### src/rtl/elevador_llamadas_pkg.sv
// Shared definitions for the elevator call-conditioning stage.
// Contents: state encoding of the call arbiter, the floor one-hot type and
// constants, and the round-robin pick helper used by the arbiter.
package elevador_llamadas_pkg;

   typedef enum logic [1:0] {
      ST_IDLE   = 2'b00,
      ST_GRANT  = 2'b01,
      ST_MOVING = 2'b10,
      ST_DWELL  = 2'b11
   } state_t;

   // One bit per floor, bit0 = floor 1
   typedef logic [2:0] floor_t;

   localparam floor_t FL_NONE = 3'b000;
   localparam floor_t FL1     = 3'b001;
   localparam floor_t FL2     = 3'b010;
   localparam floor_t FL3     = 3'b100;

   // Next floor upward, wrapping floor 3 back to floor 1
   function automatic floor_t rotl(input floor_t f);
      return {f[1:0], f[2]};
   endfunction

   // First pending floor scanning rr+1, rr+2, rr; FL_NONE when nothing is found
   function automatic floor_t pick(input floor_t pend, input floor_t rr);
      floor_t c1;
      floor_t c2;
      c1 = rotl(rr);
      c2 = rotl(c1);
      if ((pend & c1) != FL_NONE) begin
         pick = c1;
      end else if ((pend & c2) != FL_NONE) begin
         pick = c2;
      end else if ((pend & rr) != FL_NONE) begin
         pick = rr;
      end else begin
         pick = FL_NONE;
      end
   endfunction

endpackage

### src/rtl/elevador_llamadas_if.sv
// Bundle between the call-conditioning stage and its surroundings.
//  p_raw, f_raw : raw call buttons / floor sensors (bit0 = floor 1)
//  mup, mdw     : motor commands coming back from the elevator FSM
//  p1..p3, s    : granted call and inhibit towards the elevator FSM
//  f1..f3       : debounced floor sensors towards the elevator FSM
//  pend         : latched pending calls for the indicator LEDs
// master drives the raw inputs and motor commands; slave is the conditioning stage.
interface elevador_llamadas_if;
   import elevador_llamadas_pkg::*;

   floor_t p_raw;
   floor_t f_raw;
   logic   mup;
   logic   mdw;
   logic   p1;
   logic   p2;
   logic   p3;
   logic   s;
   logic   f1;
   logic   f2;
   logic   f3;
   floor_t pend;

   modport master (
      output p_raw, f_raw, mup, mdw,
      input  p1, p2, p3, s, f1, f2, f3, pend
   );

   modport slave (
      input  p_raw, f_raw, mup, mdw,
      output p1, p2, p3, s, f1, f2, f3, pend
   );

endinterface

### src/rtl/elevador_llamadas_antirrebote.sv
// Single-bit synchroniser plus debouncer.
//  clk   : system clock
//  reset : asynchronous active-low reset, output and counter go to 0
//  din   : raw asynchronous, bouncy input
//  dout  : debounced level; takes the synchronised value once it has been
//          seen DB_CYCLES consecutive cycles different from the current output
// Latency from a clean din edge to dout is DB_CYCLES+2 cycles.
module elevador_llamadas_antirrebote #(
   parameter int DB_CYCLES = 500000,
   parameter int CNT_W     = 23
) (
   input  logic clk,
   input  logic reset,
   input  logic din,
   output logic dout
);

   localparam logic [CNT_W-1:0] CNT_ZERO = {CNT_W{1'b0}};
   localparam logic [CNT_W-1:0] CNT_ONE  = {{(CNT_W-1){1'b0}}, 1'b1};
   localparam logic [CNT_W-1:0] CNT_LAST = CNT_W'(DB_CYCLES - 1);

   logic [1:0]       sync_r;
   logic [CNT_W-1:0] cnt_r;
   logic             dout_r;

   // Two-flop synchroniser against metastability on the raw input
   always_ff @(posedge clk or negedge reset) begin
      if (!reset) begin
         sync_r <= 2'b00;
      end else begin
         sync_r <= {sync_r[0], din};
      end
   end

   // Counts consecutive samples that disagree with the output; any agreeing
   // sample restarts the count, so bounces shorter than DB_CYCLES are dropped
   always_ff @(posedge clk or negedge reset) begin
      if (!reset) begin
         cnt_r  <= CNT_ZERO;
         dout_r <= 1'b0;
      end else if (sync_r[1] == dout_r) begin
         cnt_r  <= CNT_ZERO;
      end else if (cnt_r >= CNT_LAST) begin
         cnt_r  <= CNT_ZERO;
         dout_r <= sync_r[1];
      end else begin
         cnt_r  <= cnt_r + CNT_ONE;
      end
   end

   assign dout = dout_r;

endmodule

### src/rtl/elevador_llamadas.sv
// Call-conditioning stage in front of the 3-floor elevator FSM.
// Debounces the call buttons and floor sensors, latches pending calls and
// hands exactly one call at a time to the FSM, with round-robin fairness.
//  clk   : system clock
//  reset : asynchronous active-low reset; drops every pending call
//  bus   : elevador_llamadas_if.slave
//          in  p_raw, f_raw, mup, mdw
//          out p1..p3 (granted call, at most one high), s (1 = FSM ignores p),
//              f1..f3 (debounced sensors), pend (latched calls)
// All outputs are registered. p != 000 only in GRANT/MOVING, where s = 0.
module elevador_llamadas
   import elevador_llamadas_pkg::*;
#(
   parameter int DB_CYCLES    = 500000,
   parameter int DWELL_CYCLES = 2500000,
   parameter int GRANT_TOUT   = 5000000,
   parameter int CNT_W        = 23
) (
   input  logic clk,
   input  logic reset,
   elevador_llamadas_if.slave bus
);

   localparam logic [CNT_W-1:0] CNT_ZERO   = {CNT_W{1'b0}};
   localparam logic [CNT_W-1:0] CNT_ONE    = {{(CNT_W-1){1'b0}}, 1'b1};
   localparam logic [CNT_W-1:0] CNT_MAX    = {CNT_W{1'b1}};
   localparam logic [CNT_W-1:0] TOUT_LAST  = CNT_W'(GRANT_TOUT - 1);
   localparam logic [CNT_W-1:0] DWELL_LAST = CNT_W'(DWELL_CYCLES - 1);

   floor_t           p_db_s;
   floor_t           f_db_s;
   floor_t           p_db_q_r;
   floor_t           here_s;
   floor_t           rise_s;
   floor_t           clr_s;
   floor_t           picked_s;
   logic             parked_s;
   logic             active_s;

   state_t           state_r;
   state_t           state_s;
   floor_t           sel_r;
   floor_t           sel_s;
   floor_t           rr_r;
   floor_t           rr_s;
   floor_t           pend_r;
   floor_t           pend_s;
   logic [CNT_W-1:0] cnt_r;
   logic [CNT_W-1:0] cnt_s;
   logic [CNT_W-1:0] cnt_inc_s;

   floor_t           p_r;
   floor_t           p_s;
   logic             s_r;
   logic             s_s;
   floor_t           f_r;

   for (genvar i = 0; i < 3; i++) begin : g_db
      elevador_llamadas_antirrebote #(
         .DB_CYCLES (DB_CYCLES),
         .CNT_W     (CNT_W)
      ) u_db_p (
         .clk   (clk),
         .reset (reset),
         .din   (bus.p_raw[i]),
         .dout  (p_db_s[i])
      );
      elevador_llamadas_antirrebote #(
         .DB_CYCLES (DB_CYCLES),
         .CNT_W     (CNT_W)
      ) u_db_f (
         .clk   (clk),
         .reset (reset),
         .din   (bus.f_raw[i]),
         .dout  (f_db_s[i])
      );
   end

   // Next-state, pending-call latch and output decode
   always_comb begin
      state_s   = state_r;
      sel_s     = sel_r;
      rr_s      = rr_r;
      cnt_s     = cnt_r;
      picked_s  = pick(pend_r, rr_r);
      parked_s  = ~bus.mup & ~bus.mdw;
      here_s    = parked_s ? f_db_s : FL_NONE;
      rise_s    = p_db_s & ~p_db_q_r;
      active_s  = (state_r == ST_GRANT) || (state_r == ST_MOVING);
      cnt_inc_s = (cnt_r == CNT_MAX) ? cnt_r : (cnt_r + CNT_ONE);

      // A press at the floor the car is parked on is ignored; arrival at the
      // selected floor clears it, and clearing beats a simultaneous press
      if (active_s && ((here_s & sel_r) != FL_NONE)) begin
         clr_s = sel_r;
      end else begin
         clr_s = FL_NONE;
      end
      pend_s = (pend_r | (rise_s & ~here_s)) & ~clr_s;

      case (state_r)
         ST_IDLE: begin
            // picked_s is FL_NONE only if rr_r has lost its one-hot form
            if ((pend_r != FL_NONE) && parked_s && (picked_s != FL_NONE)) begin
               sel_s   = picked_s;
               state_s = ST_GRANT;
               cnt_s   = CNT_ZERO;
            end else begin
               state_s = ST_IDLE;
            end
         end
         ST_GRANT: begin
            // Timeout recovers from an FSM that never answers the grant
            if (bus.mup || bus.mdw) begin
               state_s = ST_MOVING;
            end else if ((here_s & sel_r) != FL_NONE) begin
               state_s = ST_DWELL;
               cnt_s   = CNT_ZERO;
               rr_s    = sel_r;
            end else if (cnt_r == TOUT_LAST) begin
               state_s = ST_IDLE;
            end else begin
               cnt_s   = cnt_inc_s;
            end
         end
         ST_MOVING: begin
            // Stopping away from the selected floor returns the call to arbitration
            if (parked_s) begin
               if ((f_db_s & sel_r) != FL_NONE) begin
                  state_s = ST_DWELL;
                  cnt_s   = CNT_ZERO;
                  rr_s    = sel_r;
               end else begin
                  state_s = ST_IDLE;
               end
            end else begin
               state_s = ST_MOVING;
            end
         end
         ST_DWELL: begin
            if (cnt_r == DWELL_LAST) begin
               state_s = ST_IDLE;
            end else begin
               cnt_s   = cnt_inc_s;
            end
         end
         default: begin
            state_s = ST_IDLE;
            sel_s   = FL_NONE;
            rr_s    = FL1;
            cnt_s   = CNT_ZERO;
         end
      endcase

      if ((state_s == ST_GRANT) || (state_s == ST_MOVING)) begin
         p_s = sel_s;
         s_s = 1'b0;
      end else begin
         p_s = FL_NONE;
         s_s = 1'b1;
      end
   end

   // Arbiter state, latched calls and registered outputs
   always_ff @(posedge clk or negedge reset) begin
      if (!reset) begin
         state_r  <= ST_IDLE;
         sel_r    <= FL_NONE;
         rr_r     <= FL1;
         cnt_r    <= CNT_ZERO;
         pend_r   <= FL_NONE;
         p_db_q_r <= FL_NONE;
         p_r      <= FL_NONE;
         s_r      <= 1'b1;
         f_r      <= FL_NONE;
      end else begin
         state_r  <= state_s;
         sel_r    <= sel_s;
         rr_r     <= rr_s;
         cnt_r    <= cnt_s;
         pend_r   <= pend_s;
         p_db_q_r <= p_db_s;
         p_r      <= p_s;
         s_r      <= s_s;
         f_r      <= f_db_s;
      end
   end

   assign bus.p1   = p_r[0];
   assign bus.p2   = p_r[1];
   assign bus.p3   = p_r[2];
   assign bus.s    = s_r;
   assign bus.f1   = f_r[0];
   assign bus.f2   = f_r[1];
   assign bus.f3   = f_r[2];
   assign bus.pend = pend_r;

endmodule

### src/flat_wrapper.sv
// flat-port wrapper written by rule: the top's interface ports become plain ports
module elevador_llamadas_flat import elevador_llamadas_pkg::*;
#(
   parameter int DB_CYCLES    = 500000,
   parameter int DWELL_CYCLES = 2500000,
   parameter int GRANT_TOUT   = 5000000,
   parameter int CNT_W        = 23
)
  (clk, reset, bus_p_raw, bus_f_raw, bus_mup, bus_mdw, bus_p1, bus_p2, bus_p3, bus_s, bus_f1, bus_f2, bus_f3, bus_pend);
  elevador_llamadas_if bus_i ();
  input  logic clk;
  input  logic reset;
  input wire logic [$bits(bus_i.p_raw)-1:0] bus_p_raw;
  input wire logic [$bits(bus_i.f_raw)-1:0] bus_f_raw;
  input wire logic [$bits(bus_i.mup)-1:0] bus_mup;
  input wire logic [$bits(bus_i.mdw)-1:0] bus_mdw;
  output wire logic [$bits(bus_i.p1)-1:0] bus_p1;
  output wire logic [$bits(bus_i.p2)-1:0] bus_p2;
  output wire logic [$bits(bus_i.p3)-1:0] bus_p3;
  output wire logic [$bits(bus_i.s)-1:0] bus_s;
  output wire logic [$bits(bus_i.f1)-1:0] bus_f1;
  output wire logic [$bits(bus_i.f2)-1:0] bus_f2;
  output wire logic [$bits(bus_i.f3)-1:0] bus_f3;
  output wire logic [$bits(bus_i.pend)-1:0] bus_pend;
  assign bus_i.p_raw = bus_p_raw;
  assign bus_i.f_raw = bus_f_raw;
  assign bus_i.mup = bus_mup;
  assign bus_i.mdw = bus_mdw;
  assign bus_p1 = bus_i.p1;
  assign bus_p2 = bus_i.p2;
  assign bus_p3 = bus_i.p3;
  assign bus_s = bus_i.s;
  assign bus_f1 = bus_i.f1;
  assign bus_f2 = bus_i.f2;
  assign bus_f3 = bus_i.f3;
  assign bus_pend = bus_i.pend;
  elevador_llamadas #(.DB_CYCLES(DB_CYCLES), .DWELL_CYCLES(DWELL_CYCLES), .GRANT_TOUT(GRANT_TOUT), .CNT_W(CNT_W)) u_core (.clk(clk), .reset(reset), .bus(bus_i));
endmodule
### config.mk
export PLATFORM = sky130hd
export DESIGN_NAME = elevador_llamadas_flat
export DESIGN_NICKNAME = d
export VERILOG_FILES = /design/src/rtl/elevador_llamadas_pkg.sv /design/src/rtl/elevador_llamadas_if.sv /design/src/rtl/elevador_llamadas_antirrebote.sv /design/src/rtl/elevador_llamadas.sv /design/src/flat_wrapper.sv
export SDC_FILE = /design/constraint.sdc
export NUM_CORES = 1
export LEC_CHECK = 0
export CAP_MARGIN = 20
export CORE_ASPECT_RATIO = 1.4
export CORE_UTILIZATION = 55
export CTS_CLUSTER_DIAMETER = 60
export DETAILED_ROUTE_END_ITERATION = 10
export GPL_TIMING_DRIVEN = 0
export PLACE_DENSITY_LB_ADDON = 0.05
export RECOVER_POWER = 100
export SLEW_MARGIN = 20
export SYNTH_ARGS = -nofsm -noshare
export SYNTH_HDL_FRONTEND = slang
export SYNTH_SLANG_ARGS = --single-unit
### constraint.sdc
create_clock -name clk -period 4.35 [get_ports clk]
set_clock_uncertainty 0.1 [all_clocks]
set_input_delay 0.87 -clock clk [delete_from_list [all_inputs] [get_ports clk]]
set_output_delay 0.87 -clock clk [all_outputs]
set_load 0.005 [all_outputs]
======== Word-level counts from Yosys, hierarchy flattened ========
Cells that the tools add are included.
cells by class
  add/sub/neg operators ................... 7
  $lt $le $gt $ge ......................... 6
  equality and inequality tests ........... 21
  multiplexer cells ....................... 43
  bitwise logic cells ..................... 21
  reductions and logical operators ........ 23
operator list
  kind                                                    number
  2-to-1 mux 23 bit                                       20
  adder 23 x 1 -> 23 bit (second input constant)          7
  >= comparator 23 x 19 -> 1 bit (second input constant)  6
  case mux 23 bit (4 select lines)                        1
  equality test 23 bit (second input constant)            2
  2-to-1 mux 3 bit                                        12
  bitwise AND 3 bit                                       8
  equality test 23 x 22 -> 1 bit (second input constant)  1
  nonzero test 3 bit                                      7
  2-to-1 mux 2 bit                                        6
  AND reduction 2 bit                                     6
  NOT 3 bit                                               3
  != test 2 bit (second input constant)                   4
  NOT 1 bit                                               8
  case mux 2 bit (4 select lines)                         1
  equality test 1 bit                                     6
  equality test 2 bit (second input constant)             3
  case mux 3 bit (2 select lines)                         1
  AND reduction 6 bit                                     1
  AND reduction 5 bit                                     1
  equality test 2 x 1 -> 1 bit (second input constant)    2
  != test 2 x 1 -> 1 bit (second input constant)          2
  logical AND 1 bit                                       3
  logical OR 1 bit                                        3
  other kinds (6)                                         7
storage, ports and cells
  flip-flop bits (word level) ............. 200
  input bits .............................. 10
  output and inout port bits .............. 10
  word-level logic and storage cells ...... 148

======== Longest topological paths before layout ========
Gate-level depths: netlist (run 1).
  depth after elaboration ................. 12
  depth in mapped cells ................... 9
  gate-level depth less buffers ........... 8

======== Hierarchy ========
Synthesis (run 1) repeated with hierarchy kept, for this count alone.
unflattened totals
  cells, all modules ...................... 964
  area, all modules ....................... 10163.5 um^2
modules (own cells, without submodules)
  module                                                      times used  cells each  area an instance (um^2)
  elevador_llamadas_antirrebote at u_core.g_db[0].u_db_f ...  5           114         1248.7
  elevador_llamadas                                           1           279         2636.3
  elevador_llamadas_antirrebote at u_core.g_db[1].u_db_f      1           115         1283.7

======== Worst setup path after synthesis (run 1) ========
No wires, ideal clock.
  kind .................................... input-to-reg
  start point ............................. input bus_mdw
  end point ............................... register u_core.cnt_r[4]
  setup time .............................. 104 ps
  arrival ................................. 2249 ps
  path slack .............................. 1897 ps
  stages on the path ...................... 7
  buffers on the path ..................... 1
  path through ............................ or2_4 nor2_2 o2bb2ai_2 a211oi_2 nand2b_4 buf_6 o41ai_2
between the ends
  word-level cells in the longest chain between the ends .. 8
  elaborated cells on any way between the ends .. 16
  classes of those cells .................. eq/ne (4); mux (4); bitwise (3); reduce/logical (5)
RTL lines
  element                           line                      source
  from (decl)                       flat_wrapper.sv:16        input wire logic [$bits(bus_i.mdw)-1:0] bus_mdw;
  NOT 1 bit                         elevador_llamadas.sv:86   parked_s = ~bus.mup & ~bus.mdw;
  bitwise AND 1 bit                 elevador_llamadas.sv:86
  2-to-1 mux 3 bit                  elevador_llamadas.sv:87   here_s = parked_s ? f_db_s : FL_NONE;
  bitwise AND 3 bit                 elevador_llamadas.sv:116  end else if ((here_s & sel_r) != FL_NONE) begin
  nonzero test 3 bit                elevador_llamadas.sv:116
  2-to-1 mux 23 bit                 elevador_llamadas.sv:116
  2-to-1 mux 23 bit                 elevador_llamadas.sv:114  if (bus.mup || bus.mdw) begin
  case mux 23 bit (4 select lines)  elevador_llamadas.sv:101  case (state_r)
  to (signal assigned)              elevador_llamadas.sv:180  cnt_r <= cnt_s;
  to (decl)                         elevador_llamadas.sv:48   logic [CNT_W-1:0] cnt_r;
Parallel ways exist; a longest one is shown, timed or not. The select of a mux whose other input is x is not followed.
A chain may end at the register's enable or synchronous reset.

======== Worst setup path after layout (run 1) ========
  start point ............................. input bus_mdw
  end point ............................... register u_core.cnt_r[20]
Same word-level chain as after synthesis.

==> results.json, run 1 <==
{
  "status": "finished with violations",
  "violations": "capacitance limit, slew limit",
  "start_util": 0.568,
  "drt-wirelength-per-cell_um": 15.2,
  "post-route-min-period_ns": 3.42,
  "leakagePower_uw": 0.00426,
  "ys_seq_area_frac": 0.538,
  "antennaDiodeCount": 0,
  "hp-class": "flip-flop to flip-flop",
  "switching_share": 0.218,
  "cts_max_level": 4,
  "grt_overflow": 0,
  "routed_wl_mm": 17.9,
  "cts_resized": 0,
  "n_fill_cell": 1351,
  "drv_slew": 78,
  "setup_viol": 0,
  "placed_cell_area_um2": 9900,
  "grt_pass1_vias": 6895,
  "ys.flop_type": "dfrtp_1",
  "die_w_um": 112,
  "hold_viol": 0,
  "grt_pass1_wl_mm": 31.3,
  "r2r_cells": 8,
  "syn_area_um2": 9310,
  "clkSlewWorstSetupHoldPaths_ns": 0.07,
  "ys_top_cells_by_area": "dfrtp_1 53%, xor2_1 6.5%, nor2_1 5.2%",
  "p_comb_frac": 0.026,
  "critical_path_buf_inv_count": 2,
  "post_cts_buffers": 0,
  "num_rows": 55,
  "yosys.area.top_type": "dfrtp_1",
  "path_depth": 8,
  "grt_usage": 0.223,
  "gp_congestion": 0.892,
  "finish.utilization": 0.635,
  "drc": 0,
  "core_um2": 16400,
  "path_max_fanout": 10,
  "required_ns": 4.58,
  "worstSkewPairLatency_ns": 0.44,
  "setup_tns_ns": 0,
  "cts-buffers-inserted": 17,
  "dieArea_um2": 17500,
  "relSlewSlack": -0.277,
  "timing.fmax_mhz": 292,
  "num_io_pins": 20,
  "cts-root-buf": "clkbuf_16",
  "cts_tree": "done",
  "end_kind": "flip-flop",
  "power.clock.fraction": 0.450,
  "critPathMaxStageDelay_ns": 0.74,
  "cp_top_family": "compound AO/OA/AOI/OAI gates",
  "grt_max_degree": 79,
  "synth_seq_cells": 200,
  "crit_type": "input pin to flip-flop",
  "drtIter0Drc": 335,
  "synth_area_per_cell_um2": 10.3,
  "ctsLongestPathBuffers": 2,
  "min_period_over_period": 0.786,
  "sequentialPowerShare": 0.524,
  "max-vdd-ir-drop_uv": 234,
  "cp_slowest_cell": "a211oi_1",
  "antenna_found_initial": 0,
  "clock_sinks": 200,
  "final_cell_mix": "198 x dfrtp_1, 131 x nor2_1, 69 x xor2_1, 57 x nand2_1, 51 x nand3_1",
  "synth-edff-count": 0,
  "arrival_ns": 3.65,
  "syn-instance-count": 901,
  "ys_types": 61,
  "yosys_warnings": 0,
  "rsz0062_at_grt": "no",
  "power.switching_uw": 790,
  "nets": 986,
  "drtPass1Iterations": 5,
  "layout_commonest_cell": "dfrtp_1",
  "worst_pin_slew_ns": 1.92,
  "cap_viol_max_count": 1,
  "use_met3": 0.0408,
  "regArea_um2": 5010,
  "intPower_uw": 2840,
  "holdBufCountCts": 0,
  "grt.busiest_layer": "met2",
  "worstSetupStartpointType": "input pin",
  "ant_nets": 0,
  "port_buffers": 19,
  "p_per_area_nw_per_um2": 349,
  "design_area_um2": 10400,
  "met2_usage": 0.394,
  "vias": 6795,
  "holdWs_ns": 0.250,
  "multi_input_area_um2": 4080,
  "gr-usage-met1": 0.272,
  "synth_top_area_frac": 0.532,
  "area_delta_synth_final_pct": 11.7,
  "synth-async-reset-ratio": 1.00,
  "hold_depth": 0,
  "die_height_um": 156,
  "drive_gt1_frac": 0.0716,
  "cp_cell_sequence": "dlygate4sd3_1 -> nor2_1 -> nand3_1 -> o2bb2ai_1 -> a211oi_1 -> nand2b_4 -> clkbuf_1 -> o31ai_1",
  "vias_per_cell": 5.78,
  "dpl.hpwl_mm": 12.5
}
layout make-up:
class / count / area share
Timing Repair Buffer: 21 / 0.0219
Clock inverter: 13 / 0.0160
Clock buffer: 19 / 0.0426
Sequential cell: 200 / 0.481
Inverter: 26 / 0.00938
Tap cell: 199 / 0.0239
Multi-Input combinational cell: 670 / 0.392
Buffer: 28 / 0.0127
logic make-up (layout without fill, tap and decap cells):
| kind of cell | count (synthesis) | after routing | synth area share |
|---|---|---|---|
| flip-flops | 200 | 200 | 0.538 |
| AO/OA/AOI/OAI | 135 | 135 | 0.103 |
| adder cells (fa/ha/maj) | 12 | 12 | 0.0161 |
| XOR/XNOR | 103 | 103 | 0.0969 |
| buffers and inverters | 54 | 107 | 0.0277 |
| other | 1 | 24 | 0.000403 |
| multiplexers | 9 | 9 | 0.0106 |
| AND/OR/NAND/NOR | 387 | 387 | 0.207 |
synthesized netlist by cell type, types with 17 or more instances:
master,n
a21oi_1,19
buf_2,17
dfrtp_1,198
inv_1,26
nand2_1,57
nand3_1,51
nand4_1,35
nor2_1,130
nor3_1,37
o21ai_0,30
o31ai_1,20
xnor2_1,34
xor2_1,69
state kept, by name (all words and copies together), names as in the netlist:
register and flops:
u_core.g_db.u_db_f.cnt_r 69, u_core.g_db.u_db_p.cnt_r 69, u_core.cnt_r 23, u_core.g_db.u_db_f.sync_r 6
u_core.g_db.u_db_p.sync_r 6, u_core.bus.pend 3, u_core.f_r 3, u_core.g_db.u_db_f.dout 3
u_core.g_db.u_db_p.dout 3, u_core.p_db_q_r 3, u_core.p_r 3, u_core.rr_r 3
u_core.sel_r 3, u_core.state_r 2, u_core.bus.s 1
per-layer routing:
| layer | vias up | wire (um) |
|---|---|---|
| met2 | 115 | 9280 |
| met1 | 3365 | 7810 |
| met5 | - | 0 |
| li1 | 3285 | - |
| met3 | 30 | 482 |
| met4 | 0 | 303 |
worst paths after layout:
check                                                       endpoint                                 startpoint  slack (ns)
min                        u_core.g_db[0].u_db_f.sync_r[1]$_DFF_PN0_  u_core.g_db[0].u_db_f.sync_r[0]$_DFF_PN0_        0.25
min reg2reg                u_core.g_db[0].u_db_f.sync_r[1]$_DFF_PN0_  u_core.g_db[0].u_db_f.sync_r[0]$_DFF_PN0_        0.25
max in group asynchronous  u_core.g_db[1].u_db_f.cnt_r[11]$_DFF_PN0_                                      reset        1.68
max reg2reg                             u_core.cnt_r[20]$_DFFE_PN0P_                u_core.cnt_r[0]$_DFFE_PN0P_        1.47
min in group asynchronous  u_core.g_db[0].u_db_f.cnt_r[14]$_DFF_PN0_                                      reset        0.26
max                                     u_core.cnt_r[20]$_DFFE_PN0P_                                    bus_mdw        0.93
power groups by stage:
stage	combinational (uW)	sequential [uW]	clock (uW)
3_3_place_gp	91.7	1940	0
5_1_grt	109	1910	1740
2_1_floorplan	36.4	1930	0
3_5_place_dp	102	1940	0
6_report	93.0	1900	1630
4_1_cts	103	1900	1670
worst reg2reg max path, stage by stage, from the launching register on:
cell and delay, ns:
dfrtp_1 0.41, ha_1 0.26, and4_1 0.29, nand3_1 0.14
nor2_1 0.10, a211oi_1 0.76, nand2b_4 0.09, clkbuf_1 0.30
o31ai_1 0.34
stage by stage:
stage,instances,worst slack [ns],total power (uW)
final,1176,0.930,3630
after global routing,1176,0.765,3760
after CTS,1176,1.58,3670
after detailed placement,1144,1.15,2040
after global placement,1142,-5.42,2030
after floorplan,924,1.90,1970
No activity file was read; power rests on OpenSTA's default activity.
==> run 2: changes to the inputs <==
==> constraint.sdc (replaced) <==
create_clock -name clk -period 3.2 [get_ports clk]
set_clock_uncertainty 0.1 [all_clocks]
set_input_delay 0.64 -clock clk [delete_from_list [all_inputs] [get_ports clk]]
set_output_delay 0.64 -clock clk [all_outputs]
set_load 0.005 [all_outputs]
==> results.json, run 2 (synthesis results as in run 1) <==
{
  "dpl.hpwl_mm": 12.5,
  "drc": 0,
  "grt_overflow": 0,
  "cts_max_level": 4,
  "path_max_fanout": 7,
  "grt_max_degree": 79,
  "min_period_over_period": 0.839,
  "dieArea_um2": 17500,
  "drive_gt1_frac": 0.0768,
  "worst_pin_slew_ns": 1.59,
  "design_area_um2": 10400,
  "arrival_ns": 2.94,
  "p_per_area_nw_per_um2": 472,
  "power.switching_uw": 1070,
  "leakagePower_uw": 0.00428,
  "worstSkewPairLatency_ns": 0.44,
  "drt-wirelength-per-cell_um": 15.2,
  "gp_congestion": 0.892,
  "holdWs_ns": 0.250,
  "reg_top3": "u_core.g_db.u_db_f.cnt_r x69, u_core.g_db.u_db_p.cnt_r x69, u_core.cnt_r x23",
  "core_um2": 16400,
  "worstSetupStartpointType": "input pin",
  "intPower_uw": 3860,
  "area_delta_synth_final_pct": 12.1,
  "num_rows": 55,
  "violations": "capacitance limit, slew limit",
  "grt_pass1_wl_mm": 31.3,
  "end_kind": "flip-flop",
  "switching_share": 0.216,
  "die_height_um": 156,
  "drtPass1Iterations": 5,
  "die_w_um": 112,
  "start_util": 0.568,
  "timing.final.ws_setup_ns": 0.514,
  "cts-root-buf": "clkbuf_16",
  "hold_viol": 0,
  "antennaDiodeCount": 0,
  "timing.fmax_mhz": 372,
  "cts_resized": 0,
  "holdBufCountCts": 0,
  "post-route-min-period_ns": 2.69,
  "port_buffers": 19,
  "nets": 986,
  "grt_usage": 0.223,
  "dpl_worst_slack_ns": 0.226,
  "crit_type": "input pin to flip-flop",
  "rsz0062_at_grt": "no",
  "antenna_found_initial": 0,
  "setup_viol": 0,
  "cts_tree": "done",
  "max-vdd-ir-drop_uv": 314,
  "placed_cell_area_um2": 9900,
  "vias_per_cell": 5.79,
  "ant_nets": 0,
  "relSlewSlack": -0.0592,
  "cts-buffers-inserted": 17,
  "grt_pass1_vias": 6895,
  "layout_commonest_cell": "dfrtp_1",
  "drv_slew": 64,
  "num_io_pins": 20,
  "routed_wl_mm": 17.9,
  "drtIter0Drc": 371,
  "required_ns": 3.45,
  "vias": 6813,
  "final_cell_mix": "198 x dfrtp_1, 132 x nor2_1, 69 x xor2_1, 57 x nand2_1, 51 x nand3_1",
  "p_comb_frac": 0.026,
  "clkSlewWorstSetupHoldPaths_ns": 0.07,
  "hp-class": "flip-flop to flip-flop",
  "n_fill_cell": 1345,
  "power.clock.fraction": 0.449,
  "sequentialPowerShare": 0.525,
  "status": "finished with violations",
  "clock_sinks": 200,
  "ctsLongestPathBuffers": 2,
  "post_cts_buffers": 0,
  "cap_viol_max_count": 1
}
## run 2: power groups by stage
stage          clock network [uW]  logic (uW)  registers, uW
2_1_floorplan                   0        49.5           2630
3_3_place_gp                    0         125           2640
3_5_place_dp                    0         139           2640
4_1_cts                      2270         139           2590
5_1_grt                      2370         151           2590
6_report                     2210         129           2590
## run 2: layer usage
| metal | up-vias | routed length [um] | global-route usage |
|---|---|---|---|
| li1 | 3292 | - | - |
| met4 | 0 | 270 | 0.0838 |
| met2 | 131 | 9280 | 0.394 |
| met3 | 27 | 529 | 0.0408 |
| met1 | 3363 | 7850 | 0.272 |
| met5 | - | 0 | 0 |
## run 2: worst paths after layout
| check | slack, ns | cells past startpoint | start | end |
|---|---|---|---|---|
| max in group asynchronous | 1.07 | 3 | reset | u_core.rr_r[0]$_DFFE_PN1P_ |
| min in group asynchronous | 0.51 | 1 | reset | u_core.g_db[0].u_db_f.cnt_r[14]$_DFF_PN0_ |
| worst max-delay path | 0.51 | 7 | bus_mup | u_core.p_r[2]$_DFF_PN0_ |
| worst min-delay path | 0.25 | 0 | u_core.g_db[0].u_db_f.sync_r[0]$_DFF_PN0_ | u_core.g_db[0].u_db_f.sync_r[1]$_DFF_PN0_ |
| worst max register to register | 0.55 | 9 | u_core.g_db[2].u_db_p.cnt_r[0]$_DFF_PN0_ | u_core.g_db[2].u_db_p.cnt_r[16]$_DFF_PN0_ |
| worst min register to register | 0.25 | 0 | u_core.g_db[0].u_db_f.sync_r[0]$_DFF_PN0_ | u_core.g_db[0].u_db_f.sync_r[1]$_DFF_PN0_ |
## run 2: stage by stage
| stage | power (uW) | utilization | cells | setup TNS, ns |
|---|---|---|---|---|
| 2_1_floorplan | 2680 | - | 924 | 0 |
| 3_3_place_gp | 2760 | 0.601 | 1142 | -1259.75 |
| 3_5_place_dp | 2770 | 0.604 | 1144 | 0 |
| 4_1_cts | 5000 | 0.641 | 1176 | 0 |
| 5_1_grt | 5110 | 0.637 | 1176 | 0 |
| 6_report | 4930 | 0.637 | 1176 | 0 |
## run 2: final cells by class
cell class / count / area, um2 / share of cell area
clock buffers: 19 / 443 / 0.0424
plain buffers: 28 / 151 / 0.0145
flip-flops and latches: 200 / 5010 / 0.480
well taps: 199 / 249 / 0.0239
multi-input cells: 670 / 4080 / 0.391
clock inverters: 13 / 166 / 0.0159
repair buffers: 21 / 240 / 0.0230
inverters: 26 / 97.6 / 0.00935
## run 2: critical path, cell delays in order
cell             delay [ns]
clkdlybuf4s50_1        0.47
or2_0                  0.31
nor3_1                 0.67
nand2b_1               0.11
o311a_1                0.17
a22oi_1                0.35
and2_0                 0.22
